--- config.mk ---
export PLATFORM = sky130hd
export DESIGN_NAME = seg_scan_monitor_flat
export DESIGN_NICKNAME = d
export VERILOG_FILES = /design/src/rtl/seg_pkg.sv /design/src/rtl/seg_scan_monitor_if.sv /design/src/rtl/seg_pattern_decode.sv /design/src/rtl/seg_scan_monitor.sv /design/src/flat_wrapper.sv
export SDC_FILE = /design/constraint.sdc
export NUM_CORES = 1
export LEC_CHECK = 0
export CAP_MARGIN = 20
export CORE_MARGIN = 8
export CORE_UTILIZATION = 55
export DETAILED_ROUTE_END_ITERATION = 12
export GPL_TIMING_DRIVEN = 0
export PLACE_DENSITY_LB_ADDON = 0.12
export SLEW_MARGIN = 30
export SYNTH_ARGS = -nofsm -noshare
export SYNTH_HDL_FRONTEND = slang
export SYNTH_SLANG_ARGS = --single-unit
--- constraint.sdc ---
create_clock -name clk -period 12.7 [get_ports clk]
set_input_delay 1.27 -clock clk [delete_from_list [all_inputs] [get_ports clk]]
set_output_delay 1.27 -clock clk [all_outputs]
set_load 0.05 [all_outputs]
--- src/rtl/seg_pkg.sv ---
// Shared constants for the 7-segment readback path: patterns, digit codes, scan states.
// Latency: n/a (package only).
// Backpressure: n/a.
package seg_pkg;

    // Segment patterns ordered a..g (MSB = a), decimal point excluded.
    localparam logic [6:0] SEG_0    = 7'b1111110;
    localparam logic [6:0] SEG_1    = 7'b0110000;
    localparam logic [6:0] SEG_2    = 7'b1101101;
    localparam logic [6:0] SEG_3    = 7'b1111001;
    localparam logic [6:0] SEG_4    = 7'b0110011;
    localparam logic [6:0] SEG_5    = 7'b1011011;
    localparam logic [6:0] SEG_6    = 7'b1011111;
    localparam logic [6:0] SEG_7    = 7'b1110000;
    localparam logic [6:0] SEG_8    = 7'b1111111;
    localparam logic [6:0] SEG_9    = 7'b1111011;
    localparam logic [6:0] SEG_DASH = 7'b0000001;

    localparam logic [3:0] DIG_DASH = 4'hA;
    localparam logic [3:0] DIG_BAD  = 4'hF;

    typedef enum logic [1:0] {
        IDLE = 2'd0,
        SYNC = 2'd1,
        RUN  = 2'd2
    } scan_state_e;

    // Display position of a one-hot digit select: bit7 is position 0.
    function automatic logic [2:0] onehot_pos(input logic [7:0] which);
        logic [2:0] pos;
        pos = 3'd0;
        for (int i = 0; i < 8; i++) begin
            if (which[i]) pos = 3'(7 - i);
        end
        return pos;
    endfunction

endpackage

--- src/rtl/seg_scan_monitor_if.sv ---
// Scan bus plus frame readback outputs of the segment scan monitor.
// Latency: n/a (signal bundle only).
// Backpressure: none; the scan bus is free-running and frame outputs are level/pulse.
// master: drives seg_which/seg_data, observes frame outputs. slave: the monitor.
interface seg_scan_monitor_if;
    logic [7:0]  seg_which;
    logic [7:0]  seg_data;
    logic [31:0] digits_o;
    logic [7:0]  present_o;
    logic        frame_valid_o;
    logic        scan_active_o;
    logic        err_o;

    modport master (
        output seg_which, seg_data,
        input  digits_o, present_o, frame_valid_o, scan_active_o, err_o
    );

    modport slave (
        input  seg_which, seg_data,
        output digits_o, present_o, frame_valid_o, scan_active_o, err_o
    );
endinterface

--- src/rtl/seg_pattern_decode.sv ---
// Maps a 7-bit segment pattern (a..g) to a digit code; unknown patterns give DIG_BAD.
// Latency: combinational.
// Backpressure: none.
// Ports: pattern in (7), code out (4), illegal out (1, high for any unlisted pattern).
module seg_pattern_decode
    import seg_pkg::*;
(
    input  logic [6:0] pattern,
    output logic [3:0] code,
    output logic       illegal
);

    always_comb begin
        code    = DIG_BAD;
        illegal = 1'b0;
        case (pattern)
            SEG_0:    code = 4'd0;
            SEG_1:    code = 4'd1;
            SEG_2:    code = 4'd2;
            SEG_3:    code = 4'd3;
            SEG_4:    code = 4'd4;
            SEG_5:    code = 4'd5;
            SEG_6:    code = 4'd6;
            SEG_7:    code = 4'd7;
            SEG_8:    code = 4'd8;
            SEG_9:    code = 4'd9;
            SEG_DASH: code = DIG_DASH;
            default: begin
                code    = DIG_BAD;
                illegal = 1'b1;
            end
        endcase
    end

endmodule

--- src/rtl/seg_scan_monitor.sv ---
// Samples a multiplexed 7-seg scan, filters settling, decodes and rebuilds 8-digit frames.
// Latency: capture STABLE_CYC cycles after the pair settles; frame publishes 1 cycle after the wrap capture.
// Backpressure: none; the scan is observed passively and frames are single-cycle pulses.
// Ports: clk, rst (async active-low), bus (slave): seg_which/seg_data in; digits_o, present_o,
//        frame_valid_o, scan_active_o, err_o out.
module seg_scan_monitor
    import seg_pkg::*;
#(
    parameter int STABLE_CYC  = 4,
    parameter int TIMEOUT_CYC = 500000,
    parameter int TMO_W       = 20
) (
    input  logic               clk,
    input  logic               rst,
    seg_scan_monitor_if.slave  bus
);

    localparam int CNT_W = $clog2(STABLE_CYC + 1);
    localparam logic [CNT_W-1:0] STAB_MAX  = CNT_W'(STABLE_CYC);
    localparam logic [CNT_W-1:0] STAB_FIRE = CNT_W'(STABLE_CYC - 1);
    localparam logic [TMO_W-1:0] TMO_LAST  = TMO_W'(TIMEOUT_CYC - 1);

    // ---------------- stability filter ----------------
    logic [15:0]      pair_in;
    logic [15:0]      pair_q;
    logic [CNT_W-1:0] stab_cnt;

    assign pair_in = {bus.seg_which, bus.seg_data};

    // Counter saturates one past the fire value so a held pair captures only once.
    always_ff @(posedge clk or negedge rst) begin
        if (!rst) begin
            pair_q   <= '0;
            stab_cnt <= '0;
        end else begin
            pair_q <= pair_in;
            if (pair_in != pair_q)
                stab_cnt <= '0;
            else if (stab_cnt != STAB_MAX)
                stab_cnt <= stab_cnt + 1'b1;
        end
    end

    // ---------------- capture qualification and decode ----------------
    logic       capture;
    logic [7:0] cap_which;
    logic       cap_onehot;
    logic       cap_multi;
    logic       qual;
    logic [2:0] cap_p;
    logic [3:0] dec_code;
    logic       dec_bad;
    logic [4:0] slot_sh;
    logic [31:0] slot_dig;
    logic [7:0]  slot_msk;

    assign capture    = (stab_cnt == STAB_FIRE);
    assign cap_which  = pair_q[15:8];
    assign cap_onehot = $onehot(cap_which);
    assign cap_multi  = capture && (cap_which != 8'h00) && !cap_onehot;
    assign qual       = capture && cap_onehot;
    assign cap_p      = onehot_pos(cap_which);

    seg_pattern_decode u_decode (
        .pattern (pair_q[7:1]),
        .code    (dec_code),
        .illegal (dec_bad)
    );

    // Position 0 sits in the top nibble, so shift by 4*(7-p); 7-p == ~p for 3 bits.
    assign slot_sh  = {~cap_p, 2'b00};
    assign slot_dig = {28'd0, dec_code} << slot_sh;
    assign slot_msk = 8'h80 >> cap_p;

    // ---------------- frame assembly FSM ----------------
    scan_state_e      state_q, state_d;
    logic [2:0]       last_p_q, last_p_d;
    logic [31:0]      acc_dig_q, acc_dig_d;
    logic [7:0]       acc_msk_q, acc_msk_d;
    logic [31:0]      digits_q, digits_d;
    logic [7:0]       present_q, present_d;
    logic             fv_q, fv_d;
    logic             err_q, err_d;
    logic [TMO_W-1:0] tmo_q, tmo_d;
    logic             wrap;

    // A repeated position also closes the frame, hence <=.
    assign wrap = (cap_p <= last_p_q);

    always_ff @(posedge clk or negedge rst) begin
        if (!rst) begin
            state_q   <= IDLE;
            last_p_q  <= '0;
            acc_dig_q <= '0;
            acc_msk_q <= '0;
            digits_q  <= '0;
            present_q <= '0;
            fv_q      <= 1'b0;
            err_q     <= 1'b0;
            tmo_q     <= '0;
        end else begin
            state_q   <= state_d;
            last_p_q  <= last_p_d;
            acc_dig_q <= acc_dig_d;
            acc_msk_q <= acc_msk_d;
            digits_q  <= digits_d;
            present_q <= present_d;
            fv_q      <= fv_d;
            err_q     <= err_d;
            tmo_q     <= tmo_d;
        end
    end

    always_comb begin
        state_d   = state_q;
        last_p_d  = last_p_q;
        acc_dig_d = acc_dig_q;
        acc_msk_d = acc_msk_q;
        digits_d  = digits_q;
        present_d = present_q;
        fv_d      = 1'b0;
        err_d     = err_q;
        tmo_d     = tmo_q;

        if (cap_multi || (qual && dec_bad))
            err_d = 1'b1;

        // A capture takes priority over a timeout landing in the same cycle.
        if (qual) begin
            tmo_d    = '0;
            last_p_d = cap_p;
            case (state_q)
                IDLE: state_d = SYNC;
                SYNC: begin
                    // Partial first frame is dropped; the wrap capture opens frame one.
                    if (wrap) begin
                        state_d   = RUN;
                        acc_dig_d = slot_dig;
                        acc_msk_d = slot_msk;
                    end
                end
                RUN: begin
                    if (wrap) begin
                        digits_d  = acc_dig_q;
                        present_d = acc_msk_q;
                        fv_d      = 1'b1;
                        acc_dig_d = slot_dig;
                        acc_msk_d = slot_msk;
                    end else begin
                        acc_dig_d = acc_dig_q | slot_dig;
                        acc_msk_d = acc_msk_q | slot_msk;
                    end
                end
                default: state_d = IDLE;
            endcase
        end else if (state_q != IDLE) begin
            if (tmo_q == TMO_LAST) begin
                state_d   = IDLE;
                tmo_d     = '0;
                acc_dig_d = '0;
                acc_msk_d = '0;
            end else begin
                tmo_d = tmo_q + 1'b1;
            end
        end
    end

    assign bus.digits_o      = digits_q;
    assign bus.present_o     = present_q;
    assign bus.frame_valid_o = fv_q;
    assign bus.scan_active_o = (state_q == RUN);
    assign bus.err_o         = err_q;

endmodule

--- src/flat_wrapper.sv ---
// flat-port wrapper written by rule: the top's interface ports become plain ports
module seg_scan_monitor_flat import seg_pkg::*;
#(
    parameter int STABLE_CYC  = 4,
    parameter int TIMEOUT_CYC = 500000,
    parameter int TMO_W       = 20
)
  (clk, rst, bus_seg_which, bus_seg_data, bus_digits_o, bus_present_o, bus_frame_valid_o, bus_scan_active_o, bus_err_o);
  seg_scan_monitor_if bus_i ();
  input  logic clk;
  input  logic rst;
  input wire logic [$bits(bus_i.seg_which)-1:0] bus_seg_which;
  input wire logic [$bits(bus_i.seg_data)-1:0] bus_seg_data;
  output wire logic [$bits(bus_i.digits_o)-1:0] bus_digits_o;
  output wire logic [$bits(bus_i.present_o)-1:0] bus_present_o;
  output wire logic [$bits(bus_i.frame_valid_o)-1:0] bus_frame_valid_o;
  output wire logic [$bits(bus_i.scan_active_o)-1:0] bus_scan_active_o;
  output wire logic [$bits(bus_i.err_o)-1:0] bus_err_o;
  assign bus_i.seg_which = bus_seg_which;
  assign bus_i.seg_data = bus_seg_data;
  assign bus_digits_o = bus_i.digits_o;
  assign bus_present_o = bus_i.present_o;
  assign bus_frame_valid_o = bus_i.frame_valid_o;
  assign bus_scan_active_o = bus_i.scan_active_o;
  assign bus_err_o = bus_i.err_o;
  seg_scan_monitor #(.STABLE_CYC(STABLE_CYC), .TIMEOUT_CYC(TIMEOUT_CYC), .TMO_W(TMO_W)) u_core (.clk(clk), .rst(rst), .bus(bus_i));
endmodule
==> results of run 1 <==
## worst max-delay path, stage by stage (launching register included)
cell and delay, ns:
dfrtp_1 0.36, clkbuf_1 0.32, inv_1 0.12, ha_1 0.29, inv_1 0.05, fa_1 0.39, fa_1 0.52, inv_1 0.05
ha_1 0.21, fa_1 0.47, nor4b_2 0.36, nand2_1 0.36, nor3_2 0.46, buf_4 0.28, mux2_1 0.34
## flip-flops by register name (all words and copies together), names as in the netlist
name and count:
u_core.acc_dig_q 32, u_core.bus.digits_o 32, u_core.tmo_q 20, u_core.pair_q 16
u_core.acc_msk_q 8, u_core.bus.present_o 8, u_core.last_p_q 3, u_core.stab_cnt 3
u_core.state_q 2, u_core.bus.err_o 1, u_core.bus.frame_valid_o 1
## Yosys cell counts (2+ instances only)
library cell / n / area, µm²
fa_1: 4 / 80.1
ha_1: 19 / 238
xnor2_1: 4 / 35.0
nor2_1: 24 / 90.1
o2bb2ai_1: 8 / 70.1
a21oi_1: 8 / 40.0
nand2_1: 29 / 109
nand3b_1: 3 / 22.5
nor2b_1: 6 / 37.5
and2_1: 11 / 68.8
or4_1: 2 / 15.0
dfrtp_1: 126 / 3150
xor2_1: 19 / 166
a21boi_1: 2 / 15.0
a22o_1: 24 / 210
clkbuf_1: 4 / 15.0
a31oi_1: 4 / 25.0
o21ai_1: 14 / 70.1
o22ai_1: 2 / 12.5
buf_4: 5 / 37.5
nor3_1: 3 / 15.0
mux2_2: 2 / 22.5
nor4_1: 6 / 37.5
nand4_1: 5 / 31.3
and3_1: 8 / 50.1
nand2b_1: 4 / 25.0
buf_6: 6 / 67.6
o21ai_0: 9 / 45.0
and4b_1: 2 / 20.0
or3_1: 3 / 18.8
o31ai_1: 9 / 67.6
a32o_1: 2 / 20.0
buf_2: 7 / 35.0
inv_1: 25 / 93.8
nand3_1: 14 / 70.1
a21o_1: 9 / 67.6
mux2_1: 40 / 450
## worst max-delay path by stage
stage | start | endpoint | slack, ns | depth (start not counted)
CTS | u_core.pair_q[13] | u_core.bus.present_o[1] | 7.94 | 14
detailed placement | u_core.pair_q[13] | u_core.bus.present_o[1] | 7.99 | 14
floorplan | u_core.pair_q[13] | u_core.bus.digits_o[10] | 8.62 | 14
global route | u_core.pair_q[13] | u_core.bus.digits_o[9] | 7.58 | 14
finish | u_core.pair_q[13] | u_core.bus.digits_o[16] | 7.99 | 14
global placement | rst | u_core.tmo_q[17] | 5.63 | 1
## metrics by stage
stage                     instance area, µm²  hold WS (ns)  setup slack [ns]  instances
final                                   7330         0.479              7.99        730
after detailed placement                6750         0.465              7.99        699
after floorplan                         5950         0.441              8.62        498
after global routing                    7330         0.497              7.58        730
after global placement                  6720         0.458              5.63        698
after CTS                               7330         0.478              7.94        730
## final cells by class
cell class              count  area (µm²)  area share
plain buffers              24         178      0.0242
multi-input cells         323        2520       0.344
clock inverters            12         144      0.0196
clock buffers              19         432      0.0589
flip-flops and latches    126        3150       0.430
repair buffers             61         633      0.0864
well taps                 140         175      0.0239
inverters                  25        93.8      0.0128
## where the power goes
group	internal (mW)	total [mW]	switching (mW)
Combinational	0.0217	0.0525	0.0307
Sequential	0.404	0.407	0.00315
Clock	0.301	0.473	0.172
## cells in the final DEF, fill, tap and decap left out, types with 6 or more instances in the layout
cell type / instances
dfrtp_1: 126
clkdlybuf4s50_1: 59
mux2_1: 40
nand2_1: 29
inv_1: 25
nor2_1: 24
a22o_1: 24
xor2_1: 19
ha_1: 19
clkbuf_16: 16
o21ai_1: 14
nand3_1: 14
and2_1: 11
a21o_1: 9
o21ai_0: 9
o31ai_1: 9
a21oi_1: 8
and3_1: 8
o2bb2ai_1: 8
buf_2: 7
nor2b_1: 6
nor4_1: 6
buf_6: 6
clkinv_2: 6
## logic make-up after synthesis
family                   after synthesis
AO/OA/AOI/OAI                        107
buffers and inverters                 49
multiplexers                          42
adder cells (fa/ha/maj)               23
AND/OR/NAND/NOR                      128
flip-flops                           126
XOR/XNOR                              23
## layer usage
layer  vias up  share of wire  wire length (µm)
li1       1953              -                 -
met1      2047           0.45              5540
met2       100           0.48              5840
met3        20          0.055               670
met4         0          0.015               182
met5         -              0                 0
==> results.yml, run 1 <==
outcome:
  outcome: "complete, no violations"
sta:
  fmax_mhz: 212
  fin_crit_ns: 4.71
  relSlewSlack: 0.576
  drv_slew: 0
  setup_tns_ns: 0
  fin_skew_ns: 0.00496
  period_share: 0.371
  setup_viol: 0
  finalHoldViolations: 0
  rsz0062_at_grt: "false"
  tightest_slew_ns: 0.631
global_routing:
  grt_max_degree: 84
  grt_pass1_vias: 4307
  grt_overflow: 0
  grt_usage: 0.182
  met3_usage: 0.0465
  grt_util_met2: 0.289
  met1_usage: 0.233
  grt_pass1_wl_um: 21300
  busiest_layer: "met2"
  antenna_found_initial: 0
critical_path:
  required_ns: 13.10
  critPathCaptureType: "register"
  worstSetupStartpointType: "register"
  reg2reg_from: "u_core.pair_q[13]"
  path_class: "reg -> reg"
  rr_endpoint: "u_core.bus.digits_o[16]"
  arrival_ns: 5.11
  r2r_setup_slack_ns: 7.99
  r2r_cells: 14
  path_max_fanout: 10
clock_network:
  cts_sinks: 126
  ctsHtreeMaxLevel: 4
  cts_resized: 0
  cts_setup_buffers: 0
  path_clk_slew_ns: 0.06
  clk_latency_ns: 0.52
  cts_tree: "built"
  clockBufferDepth: 2
  cts-buffers-inserted: 17
  cts-root-buf: "clkbuf_8"
  hold_buffers: 0
hold_path:
  hold_path_depth: 1
  hold_start: "u_core.acc_msk_q[6]"
  holdPathEnd: "u_core.acc_msk_q[6]"
  hold_path_class: "reg -> reg"
route:
  dr.pass1.iters: 5
  drtIter0Drc: 257
  detail_route.wirelength_um: 12200
  vias: 4120
  via_per_inst: 5.64
  drcViolationCount: 0
  final_antenna_net_count: 0
  routedWlPerCell_um: 16.8
yosys:
  syn_nets: 539
  yosys-mux-area-fraction: 0.0795
  synth_area_um2: 5950
  ys_seq_elements: 126
  synth_simple_gate_area_share: 0.117
  synth_cell_types: 63
  synthAdderAreaFrac: 0.0535
  ys_seq_area_frac: 0.530
  async_flop_share: 1.00
  synth_warnings: 0
  synth_edf_count: 0
  syn_avg_cell_area_um2: 11.9
  ys.flop_type: "dfrtp_1"
  synth_xor_xnor_area_share: 0.0339
  synth_compound_area_frac: 0.141
  synthCells: 498
  synth_top_family_by_area: "compound AO/OA/AOI/OAI gates"
floorplan:
  start_util: 0.556
  dieArea_um2: 14400
  num_rows: 38
  die_w_um: 120
  core-area_um2: 10700
  ios: 61
  die_y_um: 120
pwr:
  design_power_total_mw: 0.933
  ir_drop_v: 0.0000760
  leakage_nw: 3.50
  cellPowerDensity_nw_per_um2: 127
cells_and_area:
  drive_gt1_frac: 0.108
  nets: 619
  antenna_cells: 0
  fin_util: 0.685
  synthToLayoutAreaGrowth_pct: 23.3
  fill_cells: 761
placement:
  dp_hpwl_um: 8700
  numPortBuffers: 60
  globalplace.congestion: 0.851
job:
  cap_violations: 0
Note: power is estimated with default switching activity, not from simulation.
==> inputs of run 2 (changes only) <==
- clock period: 12.7 -> 4.6 ns (I/O delays scaled with it)
==> run 2 against run 1 <==
  * Non-clock buffer count increased by 4
  * Combinational power increased to 3.2 times the previous value
  * Worst setup slack got worse by 7.8 ns
  * Utilization increased by 0.64 points
  * Register-to-register slack got worse by 7.8 ns
  * Sequential power increased to 2.8 times the previous value
  * Final cell count increased by 0.68%
  * Clock skew about the same
  * Largest cell class unchanged
  * Largest power group unchanged
==> results.yml, run 2 (synthesis results as in run 1) <==
outcome:
  outcome: "complete, no violations"
critical_path:
  required_ns: 5.00
  rr_endpoint: "u_core.bus.digits_o[16]"
  worstSetupStartpointType: "register"
  r2r_setup_slack_ns: 0.19
  path_max_fanout: 11
  arrival_ns: 4.81
  r2r_cells: 14
  reg2reg_from: "u_core.pair_q[14]"
  path_class: "reg -> reg"
  critPathCaptureType: "register"
global_routing:
  grt_max_degree: 84
  grt_overflow: 0
  antenna_found_initial: 0
  grt_pass1_wl_um: 21300
  grt_usage: 0.182
  grt_pass1_vias: 4317
route:
  routedWlPerCell_um: 16.9
  detail_route.wirelength_um: 12500
  drtIter0Drc: 257
  vias: 4161
  final_antenna_net_count: 0
  dr.pass1.iters: 5
  drcViolationCount: 0
  via_per_inst: 5.66
floorplan:
  num_rows: 38
  dieArea_um2: 14400
  die_w_um: 120
  start_util: 0.556
  core-area_um2: 10700
  ios: 61
  die_y_um: 120
cells_and_area:
  final_cell_mix: "dfrtp_1 (126), clkdlybuf4s50_1 (59), mux2_1 (40), nand2_1 (28), inv_1 (25)"
  register_area_um2: 3150
  synthToLayoutAreaGrowth_pct: 24.4
  multiInputGateArea_um2: 2550
  drive_gt1_frac: 0.118
  nets: 624
  final_common_cell: "dfrtp_1"
  fill_cells: 759
  stdcell_count: 735
  final_area_um2: 7400
  antenna_cells: 0
clock_network:
  cts_tree: "built"
  clk_latency_ns: 0.52
  cts-root-buf: "clkbuf_8"
  path_clk_slew_ns: 0.06
  cts_sinks: 126
  cts-buffers-inserted: 17
  clockBufferDepth: 2
  ctsHtreeMaxLevel: 4
sta:
  finalHoldViolations: 0
  rsz0062_at_grt: "false"
  hold_ws_ns: 0.414
  relSlewSlack: 0.449
  fin_skew_ns: 0.00509
  setup_viol: 0
  fin_crit_ns: 4.41
  setup_tns_ns: 0
  tightest_slew_ns: 0.826
  fmax_mhz: 227
  drv_slew: 0
  period_share: 0.958
pwr:
  ir_drop_v: 0.000214
  cellPowerDensity_nw_per_um2: 351
  leakage_nw: 3.54
  design_power_total_mw: 2.60
placement:
  dp_hpwl_um: 8700
  numPortBuffers: 60
  dpl_cell_area_um2: 6750
  dp.cells: 699
  globalplace.congestion: 0.851
hold_path:
  hold_path_class: "in -> async"
job:
  cap_violations: 0
==> run 2: worst max-delay path, stage by stage (launching register included) <==
cell     delay, ns
dfrtp_1       0.51
inv_1         0.13
ha_1          0.30
inv_1         0.05
fa_1          0.42
fa_1          0.52
inv_1         0.05
ha_1          0.21
fa_1          0.50
nor4b_4       0.30
buf_4         0.17
nand2_2       0.20
nor3_4        0.33
buf_4         0.26
mux2_1        0.35
==> run 2: metal layers <==
layer | vias up | wire length, µm | share of wire | global-route usage
met5 | - | 0 | 0 | 0
met4 | 0 | 211 | 0.017 | 0.0749
met3 | 19 | 605 | 0.049 | 0.0460
met2 | 105 | 5980 | 0.48 | 0.291
met1 | 2073 | 5660 | 0.45 | 0.234
li1 | 1964 | - | - | -
==> run 2: where the power goes <==
group          switching [mW]  internal [mW]  total, mW
combinational          0.0931         0.0735      0.167
clock                   0.473          0.831       1.30
sequential            0.00874           1.12       1.13
total                   0.575           2.02       2.60
==> run 2: what timing repair did <==
item | 4_1_cts | 5_1_grt
gates resized for setup | 3 | 4
endpoints found under the hold margin | 43 | 0
hold buffers | 1 | 0
buffers inserted | 0 | 3
pin swaps | 0 | 1
endpoints found under the setup margin | 55 | 70
gates cloned | 0 | 1
==> run 2: how the worst max path moves through the flow <==
stage / from / end / slack, ns / depth (start not counted)
floorplan: u_core.pair_q[13] / u_core.bus.digits_o[10] / 0.52 / 14
finish: u_core.pair_q[14] / u_core.bus.digits_o[16] / 0.19 / 14
global placement: rst / u_core.tmo_q[17] / -1.66 / 1
CTS: u_core.pair_q[14] / u_core.acc_dig_q[26] / 0.06 / 16
global route: u_core.pair_q[13] / u_core.acc_dig_q[24] / 0.01 / 18
detailed placement: u_core.pair_q[13] / u_core.bus.present_o[1] / -0.11 / 14
==> run 2: area by class of cell <==
cell class,count,area share
Clock buffer,19,0.0583
Sequential cell,126,0.426
Buffer,24,0.0249
Inverter,25,0.0127
Clock inverter,12,0.0194
Multi-Input combinational cell,324,0.345
Timing Repair Buffer,65,0.0900
Tap cell,140,0.0237
==> run 2: stage by stage <==
step | utilization | setup slack, ns
after floorplan | - | 0.517
after global placement | 0.628 | -1.66
after detailed placement | 0.631 | -0.114
after CTS | 0.687 | 0.0622
after global routing | 0.692 | 0.0144
final | 0.692 | 0.194
